--- config.mk ---
export PLATFORM = sky130hd
export DESIGN_NAME = fpu_ctx_seq_flat
export DESIGN_NICKNAME = d
export VERILOG_FILES = /design/src/rtl/fpu_ctx_seq_if.sv /design/src/rtl/fpu_ctx_seq.sv /design/src/flat_wrapper.sv
export SDC_FILE = /design/constraint.sdc
export NUM_CORES = 1
export LEC_CHECK = 0
export BUFFER_PORTS_ARGS = -buffer_cell sky130_fd_sc_hd__buf_2
export CAP_MARGIN = 0
export CORE_MARGIN = 10
export CORE_UTILIZATION = 28
export DETAILED_ROUTE_END_ITERATION = 8
export HOLD_SLACK_MARGIN = 0.1
export PLACE_DENSITY = 0.9
export SYNTH_ARGS = -nofsm -noshare
export SYNTH_HDL_FRONTEND = slang
export SYNTH_SLANG_ARGS = --single-unit
--- constraint.sdc ---
create_clock -name clk -period 1.4 [get_ports clk]
set_input_delay 0.35 -clock clk [delete_from_list [all_inputs] [get_ports clk]]
set_output_delay 0.35 -clock clk [all_outputs]
set_load 0.005 [all_outputs]
--- src/rtl/fpu_ctx_seq_if.sv ---
// Handshake and register-file bundle for the FPU context sequencer.
// master = sequencer side, slave = register file / stream / control side.
interface fpu_ctx_seq_if;
    logic        save_start;
    logic        restore_start;
    logic        busy;
    logic        done;
    logic        err;
    logic [3:0]  rf_ra;
    logic [31:0] rf_rd;
    logic        rf_we;
    logic [3:0]  rf_a3;
    logic [31:0] rf_wd;
    logic        out_valid;
    logic        out_ready;
    logic [31:0] out_data;
    logic        out_last;
    logic        in_valid;
    logic        in_ready;
    logic [31:0] in_data;
    logic        in_last;

    modport master (
        input  save_start, restore_start, rf_rd,
        input  out_ready, in_valid, in_data, in_last,
        output busy, done, err, rf_ra, rf_we, rf_a3, rf_wd,
        output out_valid, out_data, out_last, in_ready
    );

    modport slave (
        output save_start, restore_start, rf_rd,
        output out_ready, in_valid, in_data, in_last,
        input  busy, done, err, rf_ra, rf_we, rf_a3, rf_wd,
        input  out_valid, out_data, out_last, in_ready
    );
endinterface

--- src/rtl/fpu_ctx_seq.sv ---
// FPU context save/restore sequencer: streams registers 0..NREGS-1 out
// on save and writes a framed stream back on restore.
module fpu_ctx_seq #(
    parameter int NREGS = 15
) (
    input  logic          clk,
    input  logic          reset,
    fpu_ctx_seq_if.master bus
);
    typedef enum logic [1:0] {IDLE, SAVE, RESTORE, DONE} state_t;

    localparam logic [3:0] LAST = 4'(NREGS - 1);

    state_t     state_q, state_d;
    logic [3:0] idx_q, idx_d;
    logic       err_q, err_d;
    logic       at_last;

    always_ff @(posedge clk) begin
        if (reset) begin
            state_q <= IDLE;
            idx_q   <= '0;
            err_q   <= 1'b0;
        end else begin
            state_q <= state_d;
            idx_q   <= idx_d;
            err_q   <= err_d;
        end
    end

    assign at_last = (idx_q == LAST);

    always_comb begin
        state_d       = state_q;
        idx_d         = idx_q;
        err_d         = err_q;
        bus.out_valid = 1'b0;
        bus.out_last  = 1'b0;
        bus.in_ready  = 1'b0;
        bus.rf_we     = 1'b0;
        bus.done      = 1'b0;
        unique case (state_q)
            IDLE: begin
                if (bus.save_start) begin
                    state_d = SAVE;
                    idx_d   = '0;
                    err_d   = 1'b0;
                end else if (bus.restore_start) begin
                    state_d = RESTORE;
                    idx_d   = '0;
                    err_d   = 1'b0;
                end
            end
            SAVE: begin
                bus.out_valid = 1'b1;
                bus.out_last  = at_last;
                if (bus.out_ready) begin
                    if (at_last) state_d = DONE;
                    else         idx_d   = idx_q + 4'd1;
                end
            end
            RESTORE: begin
                bus.in_ready = 1'b1;
                bus.rf_we    = bus.in_valid;
                if (bus.in_valid) begin
                    // Framing is good only when in_last lands on the final index.
                    if (at_last || bus.in_last) begin
                        state_d = DONE;
                        err_d   = !(at_last && bus.in_last);
                    end else begin
                        idx_d = idx_q + 4'd1;
                    end
                end
            end
            DONE: begin
                bus.done = 1'b1;
                state_d  = IDLE;
            end
        endcase
    end

    assign bus.busy     = (state_q != IDLE);
    assign bus.err      = err_q;
    assign bus.rf_ra    = idx_q;
    assign bus.rf_a3    = idx_q;
    assign bus.out_data = bus.rf_rd;
    assign bus.rf_wd    = bus.in_data;
endmodule
--- src/flat_wrapper.sv ---
// flat-port wrapper written by rule: the top's interface ports become plain ports
module fpu_ctx_seq_flat 
#(
    parameter int NREGS = 15
)
  (clk, reset, bus_save_start, bus_restore_start, bus_rf_rd, bus_out_ready, bus_in_valid, bus_in_data, bus_in_last, bus_busy, bus_done, bus_err, bus_rf_ra, bus_rf_we, bus_rf_a3, bus_rf_wd, bus_out_valid, bus_out_data, bus_out_last, bus_in_ready);
  fpu_ctx_seq_if bus_i ();
  input  logic clk;
  input  logic reset;
  input wire logic [$bits(bus_i.save_start)-1:0] bus_save_start;
  input wire logic [$bits(bus_i.restore_start)-1:0] bus_restore_start;
  input wire logic [$bits(bus_i.rf_rd)-1:0] bus_rf_rd;
  input wire logic [$bits(bus_i.out_ready)-1:0] bus_out_ready;
  input wire logic [$bits(bus_i.in_valid)-1:0] bus_in_valid;
  input wire logic [$bits(bus_i.in_data)-1:0] bus_in_data;
  input wire logic [$bits(bus_i.in_last)-1:0] bus_in_last;
  output wire logic [$bits(bus_i.busy)-1:0] bus_busy;
  output wire logic [$bits(bus_i.done)-1:0] bus_done;
  output wire logic [$bits(bus_i.err)-1:0] bus_err;
  output wire logic [$bits(bus_i.rf_ra)-1:0] bus_rf_ra;
  output wire logic [$bits(bus_i.rf_we)-1:0] bus_rf_we;
  output wire logic [$bits(bus_i.rf_a3)-1:0] bus_rf_a3;
  output wire logic [$bits(bus_i.rf_wd)-1:0] bus_rf_wd;
  output wire logic [$bits(bus_i.out_valid)-1:0] bus_out_valid;
  output wire logic [$bits(bus_i.out_data)-1:0] bus_out_data;
  output wire logic [$bits(bus_i.out_last)-1:0] bus_out_last;
  output wire logic [$bits(bus_i.in_ready)-1:0] bus_in_ready;
  assign bus_i.save_start = bus_save_start;
  assign bus_i.restore_start = bus_restore_start;
  assign bus_i.rf_rd = bus_rf_rd;
  assign bus_i.out_ready = bus_out_ready;
  assign bus_i.in_valid = bus_in_valid;
  assign bus_i.in_data = bus_in_data;
  assign bus_i.in_last = bus_in_last;
  assign bus_busy = bus_i.busy;
  assign bus_done = bus_i.done;
  assign bus_err = bus_i.err;
  assign bus_rf_ra = bus_i.rf_ra;
  assign bus_rf_we = bus_i.rf_we;
  assign bus_rf_a3 = bus_i.rf_a3;
  assign bus_rf_wd = bus_i.rf_wd;
  assign bus_out_valid = bus_i.out_valid;
  assign bus_out_data = bus_i.out_data;
  assign bus_out_last = bus_i.out_last;
  assign bus_in_ready = bus_i.in_ready;
  fpu_ctx_seq #(.NREGS(NREGS)) u_core (.clk(clk), .reset(reset), .bus(bus_i));
endmodule
## Yosys cells after proc, flatten, opt, wreduce, memory -nomap -nowiden

Cells that the tools add are included.

| storage, ports and cells | value |
|---|---|
| word-level logic and storage cells | 49 |
| input bits | 71 |
| register bits | 7 |

| cells by class | value |
|---|---|
| reductions and logical operators | 10 |
| equal/unequal tests | 11 |
| mux-type cells | 24 |
| add/subtract/negate cells | 1 |

Operators by type and width:

| kind | number |
|---|---|
| $mux 4 | 6 |
| $mux 2 | 6 |
| $pmux 4 s3 | 1 |
| $mux 1 | 9 |
| $ne 2x2->1 const B | 4 |
| $pmux 2 s4 | 1 |
| $reduce_and 6->1 | 1 |
| $reduce_and 5->1 | 1 |
| $add 4x1->4 const B | 1 |
| $eq 2x2->1 const B | 2 |
| $eq 4x4->1 const B | 1 |
| $ne 2x1->1 const B | 2 |
| $reduce_and 4->1 | 1 |
| $reduce_bool 2->1 | 2 |
| $ne 3x3->1 const B | 1 |
| $reduce_bool 3->1 | 1 |
| $eq 2x1->1 const B | 1 |
| $logic_not 2->1 | 1 |
| $pmux 1 s2 | 1 |
| $logic_and 1x1->1 | 1 |
| $logic_not 1->1 | 1 |
| $logic_or 1x1->1 | 1 |

## Longest topological paths before layout

Gate-level depths: netlist (run 1).

| logic depth | value |
|---|---|
| depth after elaboration | 6 |
| depth in mapped cells | 6 |
| gate-level depth less buffers | 6 |

## Worst setup path before layout (run 1)

OpenSTA, ideal clock, no wires.

| path | value |
|---|---|
| kind | register to register |
| start point | register u_core.idx_q[0], in the netlist u_core.bus.rf_a3[0] |
| end point | register u_core.idx_q[3], in the netlist u_core.bus.rf_a3[3] |
| path slack | -0.158 ns |
| arrival time | 1.434 ns |
| stages on the path, launching flop included | 7 |
| required time | 1.277 ns |
| cell sequence | dfxtp_1 -> inv_1 -> ha_1 -> and3_4 -> o22a_1 -> o31ai_1 -> a21oi_2 |

| on the way | value |
|---|---|
| word-level cells in the longest chain between the ends | 4 |

RTL lines:

| element | line | source |
|---|---|---|
| from (decl) | fpu_ctx_seq.sv:15 | `logic [3:0] idx_q, idx_d;` |
| from (signal assigned) | fpu_ctx_seq.sv:26 | `idx_q <= idx_d;` |
| $add 4x1->4 or $eq 4x4->1 (tied branches) | fpu_ctx_seq.sv:59, fpu_ctx_seq.sv:71, fpu_ctx_seq.sv:31 |  |
| $mux 4 (tied with other cells) | fpu_ctx_seq.sv:67 | `if (at_last \|\| bus.in_last) begin` |
| $mux 4 (tied with other cells) | fpu_ctx_seq.sv:65 | `if (bus.in_valid) begin` |
| $pmux 4 s3 or $reduce_and 6->1 (tied branches) | n/a |  |

Several ways; a longest one is shown, not always the timed one. The select of a mux whose other input is x is not followed.
A chain may end at the register's enable or synchronous reset.

## Worst setup path in the final report (run 1)

| path | value |
|---|---|
| start point | register u_core.idx_q[0], in the netlist u_core.bus.rf_a3[0] |
| end point | output port bus_out_last |

| on the way | value |
|---|---|
| word-level cells in the longest chain between the ends | 2 |

RTL lines:

| element | line | source |
|---|---|---|
| $eq 4x4->1 | fpu_ctx_seq.sv:31 | `assign at_last = (idx_q == LAST);` |
| $mux 1 | fpu_ctx_seq.sv:42 | `unique case (state_q)` |
| to (decl) | flat_wrapper.sv:26 | `output wire logic [$bits(bus_i.out_last)-1:0] bus_out_last;` |

No other way between the ends.

==> metrics.cfg, run 1 <==
[run_status]
status = finished with violations
violations = setup timing

[die]
design.die.area_um2 = 6660
die_width_um = 81.6
core_um2 = 3660
io_pins = 150
fp-row-count = 22
die_height_um = 81.6
start_util = 0.290

[cts]
cts_sink_cnt = 7
cts_buffers = 3
cts_root_buf = sky130_fd_sc_hd__clkbuf_8
h-tree-depth = 1
clock_insertion_delay_worst_skew_ns = 0.24
cts_tree = built
clock_transition_at_the_registers_of_the_reported_paths_ns = 0.04
clock_tree_buf_depth = 2

[sta]
timing_max_transition_violations_final = 0
timing.fmax_mhz = 659
setup_ws_ns = -0.118
relSlewSlack = 0.829
finClkSkew_ns = 0.000284
finalCritPeriodShare = 1.08
worst_slew_pin_slew_ns = 0.256
final_setup_violating_endpoints = 10
final_hold_viol_count = 0
rsz0062_at_grt = yes
final.min_clock_period_ns = 1.52
setup-tns-final_ns = -0.541

[placed_design]
dp_worst_setup_slack_ns = -0.0869
port_buffers = 21
dp_hpwl_mm = 1.70
routabilityCongestion = 0.797
place_area_um2 = 826

[drt]
antenna_violating_nets_post_route = 0
drt_drc_violations_left = 0
detail_route.first_pass.iterations = 4
routed_wirelength_mm = 2.45
detailedRoute.firstIterationViolations = 41
detailroute.via_count = 725
route.detailed.vias_per_inst = 4.74
wl_per_cell_um = 16.0

[synth]
synth_edf_count = 0
synth_async_sr_flop_share = 0
post_synth_inst_count = 131
yosys.cell_types.count = 33
ys_warn_count = 0
synthesis.area_um2 = 1060
synth_fp_nets = 208
syn_avg_cell_area_um2 = 8.12
synth.yosys.seq_area_share = 0.132
ys.flop_type = sky130_fd_sc_hd__dfxtp_1
ys_ff_latch = 7

[final_layout]
fin_area_um2 = 1070
layout.cells.most_common_list = sky130_fd_sc_hd__buf_2 (16), sky130_fd_sc_hd__buf_4 (13), sky130_fd_sc_hd__buf_6 (9)
final_net_count = 183
layout_area_growth_over_synthesis_pct = 0.589
most_common_library_cell_in_the_layout_ignoring_fill_and_taps = sky130_fd_sc_hd__buf_2
diodes_inserted = 0
postLayoutCoreUtil = 0.292
fillCellCount = 355
layout-drive-gt1-share = 0.667

[global_route]
initial_antenna_violation_count = 0
track_usage = 0.0710
grt_first_pass_wirelength_mm = 3.55
globalRouteOverflowTotal = 0
vias_in_the_first_global_route = 765
pin_count_of_the_biggest_net_entering_global_routing = 9

[critical_path]
critical_path_required_ns = 1.05
cp-end-kind = primary output
cp-start-kind = flip-flop
worstSetupPathType = reg -> out
series_of_cell_instances_along_the_critical_path = inv_1, ha_2, and4_4, buf_6
timing.critical_path.slowest_cell_delay_ns = 0.31
crit_slowest_cell = sky130_fd_sc_hd__dfxtp_2
worstPathArrival_ns = 1.17
worstPathMaxFanout = 3

[hold_path]
class_of_the_tightest_hold_or_removal_check = in -> reg

[power_and_ir_drop]
peakVddDrop_uv = 441
power.density_nw_per_um2 = 1890
static-leakage-power_nw = 0.457

[job]
cap_violations = 0

## metal layers
metal / vias to the layer above / track usage / share of wire
met4: 0 / 0.0867 / 0.065
met3: 22 / 0.0426 / 0.12
li1: 327 / - / -
met1: 334 / 0.0553 / 0.33
met5: - / 0 / 0
met2: 42 / 0.111 / 0.49
## stage by stage
step	cells	total power, mW	hold WS, ns
final	153	2.03	0.388
after floorplan	131	1.06	0.412
after CTS	152	1.89	0.372
after global placement	141	1.22	0.520
after global routing	153	2.16	0.402
after detailed placement	141	1.24	0.530
## registers in the layout, summed over array words and instances (netlist names)
signal            cells
u_core.state_q        2
u_core.bus.rf_a3      4
u_core.bus.err        1
## worst paths after layout
path	from	endpoint	slack, ns	depth (start not counted)
max	u_core.bus.rf_a3[0]$_SDFFE_PP0P_	bus_out_last	-0.12	4
min	reset	u_core.bus.rf_a3[3]$_SDFFE_PP0P_	0.39	2
max reg2reg	u_core.state_q[0]$_SDFFE_PP0P_	u_core.bus.rf_a3[3]$_SDFFE_PP0P_	-0.06	6
min reg2reg	u_core.bus.rf_a3[0]$_SDFFE_PP0P_	u_core.bus.rf_a3[0]$_SDFFE_PP0P_	0.54	3
## synthesized netlist by cell type, drive strengths merged, types with 2 or more instances
| master | instances | area, um2 |
|---|---|---|
| nand4 | 4 | 31.3 |
| a21oi | 8 | 47.6 |
| inv | 5 | 18.8 |
| o21ai | 2 | 10.0 |
| dfxtp | 7 | 140 |
| and2 | 2 | 12.5 |
| and4 | 2 | 22.5 |
| o31ai | 2 | 15.0 |
| nor2 | 3 | 11.3 |
| nand2b | 2 | 12.5 |
| ha | 6 | 75.1 |
| buf | 68 | 510 |
| nor2b | 3 | 18.8 |
## logic make-up after synthesis
kind of cell    after synthesis  share of synthesized area
simple gates                 24                      0.155
compound gates               21                      0.145
flops                         7                      0.132
buf+inv                      73                      0.498
fa+ha+maj                     6                     0.0706
## cell type report
cell class,instances,area (um2),area share
inverter,5,31.3,0.0292
clock buffer,4,45.0,0.0421
tap,48,60.1,0.0561
timing repair buffer,38,279,0.261
sequential,7,149,0.139
multi-input combinational,51,505,0.473
## critical path: cells and delay by family, from the launching register on
| family | cells | cell delay (ns) |
|---|---|---|
| flip-flops | 1 | 0.31 |
| AND/OR/NAND/NOR | 1 | 0.25 |
| adder cells (fa/ha/maj) | 1 | 0.19 |
| buffers and inverters | 2 | 0.18 |
## power breakdown
group / switching (mW) / leakage [nW] / internal, mW
Sequential: 0.0573 / 0.0587 / 0.265
Combinational: 0.645 / 0.376 / 0.758
Clock: 0.103 / 0.0228 / 0.198
Total: 0.805 / 0.457 / 1.22
## repair_timing
item / 4_1_cts / 5_1_grt
endpoints found under the setup margin: 13 / 12
hold buffers: 0 / 0
gates resized for setup: 19 / 14
pin swaps: 4 / 9
buffers inserted: 7 / 1
(Power assumes the default switching activity.)
==> run 2, diff against run 1 <==
ABC_AREA = 1   (was unset)
==> run 2 against run 1 <==
Compared with the run above:
- the run still ends with setup timing left
- critical path type unchanged
- sequential share of layout area is 2.0 points higher
- clock skew about the same
- maximum frequency grew 6.1%
- routed wire length shrank 3.4%
==> metrics.cfg, run 2 <==
[run_status]
status = finished with violations  ; unchanged
violations = setup timing  ; unchanged

[die]
core_um2 = 3660  ; unchanged
design.die.area_um2 = 6630  ; was 6660 um2
io_pins = 150  ; unchanged
start_util = 0.289  ; was 0.290
die_height_um = 81.5  ; was 81.6 um
die_width_um = 81.5  ; was 81.6 um
fp-row-count = 22  ; unchanged

[final_layout]
diodes_inserted = 0  ; unchanged
final_net_count = 203  ; was 183
layout-drive-gt1-share = 0.536  ; was 0.667
most_common_library_cell_in_the_layout_ignoring_fill_and_taps = sky130_fd_sc_hd__buf_2  ; unchanged
fin_area_um2 = 966  ; was 1070 um2
layout_area_growth_over_synthesis_pct = -8.64  ; was 0.589%
layout.cells.most_common_list = sky130_fd_sc_hd__buf_2 (21), sky130_fd_sc_hd__nand2_1 (20), sky130_fd_sc_hd__buf_4 (12)  ; was sky130_fd_sc_hd__buf_2 (16), sky130_fd_sc_hd__buf_4 (13), sky130_fd_sc_hd__buf_6 (9)
number_of_flip_flops_in_the_largest_register = 4  ; unchanged

[cts]
clock_transition_at_the_registers_of_the_reported_paths_ns = 0.04  ; about the same
cts_sink_cnt = 7  ; unchanged
ctsHoldBuffers = 0  ; unchanged
cts_tree = built  ; unchanged
cts_root_buf = sky130_fd_sc_hd__clkbuf_8  ; unchanged
h-tree-depth = 1  ; unchanged
clock_tree_buf_depth = 2  ; unchanged
cts_buffers = 3  ; unchanged
clock_insertion_delay_worst_skew_ns = 0.23  ; was 0.24 ns

[synth]
synth_async_sr_flop_share = 0  ; unchanged
ys_ff_latch = 7  ; unchanged
post_synth_inst_count = 156  ; was 131
ys_warn_count = 0  ; unchanged
synth.yosys.seq_area_share = 0.133  ; was 0.132
synth_area_leader_cell = sky130_fd_sc_hd__buf_4  ; unchanged
library_cell_with_the_highest_instance_count_after_synthesis = sky130_fd_sc_hd__buf_4  ; unchanged
ys.flop_type = sky130_fd_sc_hd__dfxtp_1  ; unchanged
yosys.cell_types.count = 16  ; was 33
synth_edf_count = 0  ; unchanged
synthTopCellsByCount = sky130_fd_sc_hd__buf_4 (68), sky130_fd_sc_hd__nand2_1 (23), sky130_fd_sc_hd__inv_1 (16)  ; was sky130_fd_sc_hd__buf_4 (68), sky130_fd_sc_hd__dfxtp_1 (7), sky130_fd_sc_hd__a21oi_1 (6), sky130_fd_sc_hd__ha_1 (6), sky130_fd_sc_hd__inv_1 (5)
synth_top_cells_by_area = sky130_fd_sc_hd__buf_4 (48%), sky130_fd_sc_hd__dfxtp_1 (13%), sky130_fd_sc_hd__nand2_1 (8.2%)  ; was sky130_fd_sc_hd__buf_4 (48%), sky130_fd_sc_hd__dfxtp_1 (13%), sky130_fd_sc_hd__ha_1 (7.1%)
synth_fp_nets = 233  ; was 208
post-synth-top-area-fraction = 0.483  ; was 0.480
syn_avg_cell_area_um2 = 6.78  ; was 8.12 um2
synthesis.area_um2 = 1060  ; about the same

[sta]
timing.fmax_mhz = 699  ; was 659 MHz
timing_max_transition_violations_final = 0  ; unchanged
finalCritPeriodShare = 1.02  ; was 1.08
worst_slew_pin_slew_ns = 0.226  ; was 0.256 ns
relSlewSlack = 0.849  ; was 0.829
final.min_clock_period_ns = 1.43  ; was 1.52 ns
final_setup_violating_endpoints = 3  ; was 10
final_hold_viol_count = 0  ; unchanged
setup_ws_ns = -0.0315  ; was -0.118 ns
rsz0062_at_grt = yes  ; unchanged
finClkSkew_ns = 0.000749  ; was 0.000284 ns

[drt]
wl_met2_mm = 1.12  ; was 1.20 mm
route.detailed.vias_per_inst = 4.44  ; was 4.74
drt_drc_violations_left = 0  ; unchanged
route.top_layer_used = met4  ; unchanged
detailroute.via_count = 768  ; was 725
detailedRoute.firstIterationViolations = 51  ; was 41
antenna_violating_nets_post_route = 0  ; unchanged
met1Wirelength_um = 754  ; was 804 um
wl_per_cell_um = 13.7  ; was 16.0 um
routed_wirelength_mm = 2.37  ; was 2.45 mm
route.met3.wl_um = 284  ; unchanged
detail_route.first_pass.iterations = 4  ; unchanged

[critical_path]
cp-start-kind = flip-flop  ; unchanged
r2r_cells = 8  ; was 6
worstPathArrival_ns = 1.08  ; was 1.17 ns
crit_cells = 5  ; was 4
cp-end-kind = primary output  ; unchanged
timing.critical_path.slowest_cell_delay_ns = 0.35  ; was 0.31 ns
worstPathMaxFanout = 5  ; was 3
worst-r2r-setup-slack_ns = 0.05  ; was -0.06 ns
critical_path.n_buffers_inverters = 3  ; was 2
crit_slowest_cell = sky130_fd_sc_hd__dfxtp_4  ; was sky130_fd_sc_hd__dfxtp_2
critPathTopFamily = flip-flops  ; unchanged
series_of_cell_instances_along_the_critical_path = inv_4, ha_4, inv_2, nor2_2, buf_2  ; was inv_1, ha_2, and4_4, buf_6
critical_path_required_ns = 1.05  ; about the same
worstSetupPathType = reg -> out  ; unchanged

[global_route]
vias_in_the_first_global_route = 797  ; was 765
grt_first_pass_wirelength_mm = 3.62  ; was 3.55 mm
globalRouteOverflowTotal = 0  ; unchanged
track_usage = 0.0712  ; was 0.0710
initial_antenna_violation_count = 0  ; unchanged
pin_count_of_the_biggest_net_entering_global_routing = 7  ; was 9

[power_and_ir_drop]
power.density_nw_per_um2 = 2150  ; was 1890 nW/um2
static-leakage-power_nw = 0.514  ; was 0.457 nW
p_total_mw = 2.08  ; was 2.03 mW
peakVddDrop_uv = 445  ; was 441 uV

[placed_design]
dp_worst_setup_slack_ns = -0.0401  ; was -0.0869 ns
place_area_um2 = 742  ; was 826 um2
dp_hpwl_mm = 1.64  ; was 1.70 mm
routabilityCongestion = 0.835  ; was 0.797
port_buffers = 21  ; unchanged

[hold_path]
class_of_the_tightest_hold_or_removal_check = in -> reg  ; unchanged
whs_path_depth = 2  ; unchanged

[job]
cap_violations = 0  ; unchanged

[run 2: cell count changes after synthesis, sizes merged, moves of 3 or more]
cell   delta
nor2b     -3
nand4     -3
nor2     +12
inv      +11
a21oi     -3
nand2    +23
nand3     +8
[run 2: stage by stage]
step | util | setup TNS (ns) | hold slack (ns) | cells
detailed placement | 0.203 | -0.0773 | 0.460 | 161
global route | 0.264 | -0.348 | 0.330 | 173
CTS | 0.237 | -0.0492 | 0.324 | 170
finish | 0.264 | -0.0665 | 0.324 | 173
floorplan | - | 0 | 0.419 | 156
global placement | 0.203 | 0 | 0.449 | 161
[run 2: final timing paths]
path | startpoint | endpoint
setup / recovery | u_core.state_q[1]$_SDFFE_PP0P_ | bus_out_last
setup reg to reg | u_core.state_q[0]$_SDFFE_PP0P_ | u_core.state_q[0]$_SDFFE_PP0P_
hold reg to reg | u_core.bus.err$_SDFFE_PP0P_ | u_core.bus.err$_SDFFE_PP0P_
hold / removal | reset | u_core.bus.rf_a3[0]$_SDFFE_PP0P_
[run 2: power breakdown]
group,switching (mW),total (mW),internal [mW]
Sequential,0.0912,0.393,0.302
Combinational,0.779,1.40,0.620
Clock,0.0885,0.286,0.197
Total,0.959,2.08,1.12
[run 2: cells by family after synthesis]
family | synth area share
DFF | 0.133
buffers and inverters | 0.540
AOI/OAI and AO/OA | 0.0355
adders and majority gates | 0.0710
and+or+nand+nor | 0.213
xor gates and xnor gates | 0.00829
[run 2: repair_timing]
action | CTS | global route
gates resized for setup | 16 | 22
pin swaps | 2 | 5
endpoints found under the setup margin | 8 | 10
buffers inserted | 5 | 3
[run 2: metal layers]
metal,up-vias,GRT usage
li1,347,-
met1,340,0.0518
met2,47,0.109
met3,34,0.0524
met4,0,0.0882
met5,-,0
[run 2: cell type report]
class	count	area, um2
Sequential cell	7	154
Fill cell	394	2700
Inverter	16	65.1
Tap cell	48	60.1
Clock buffer	4	45.0
Timing Repair Buffer	33	195
Multi-Input combinational cell	65	447
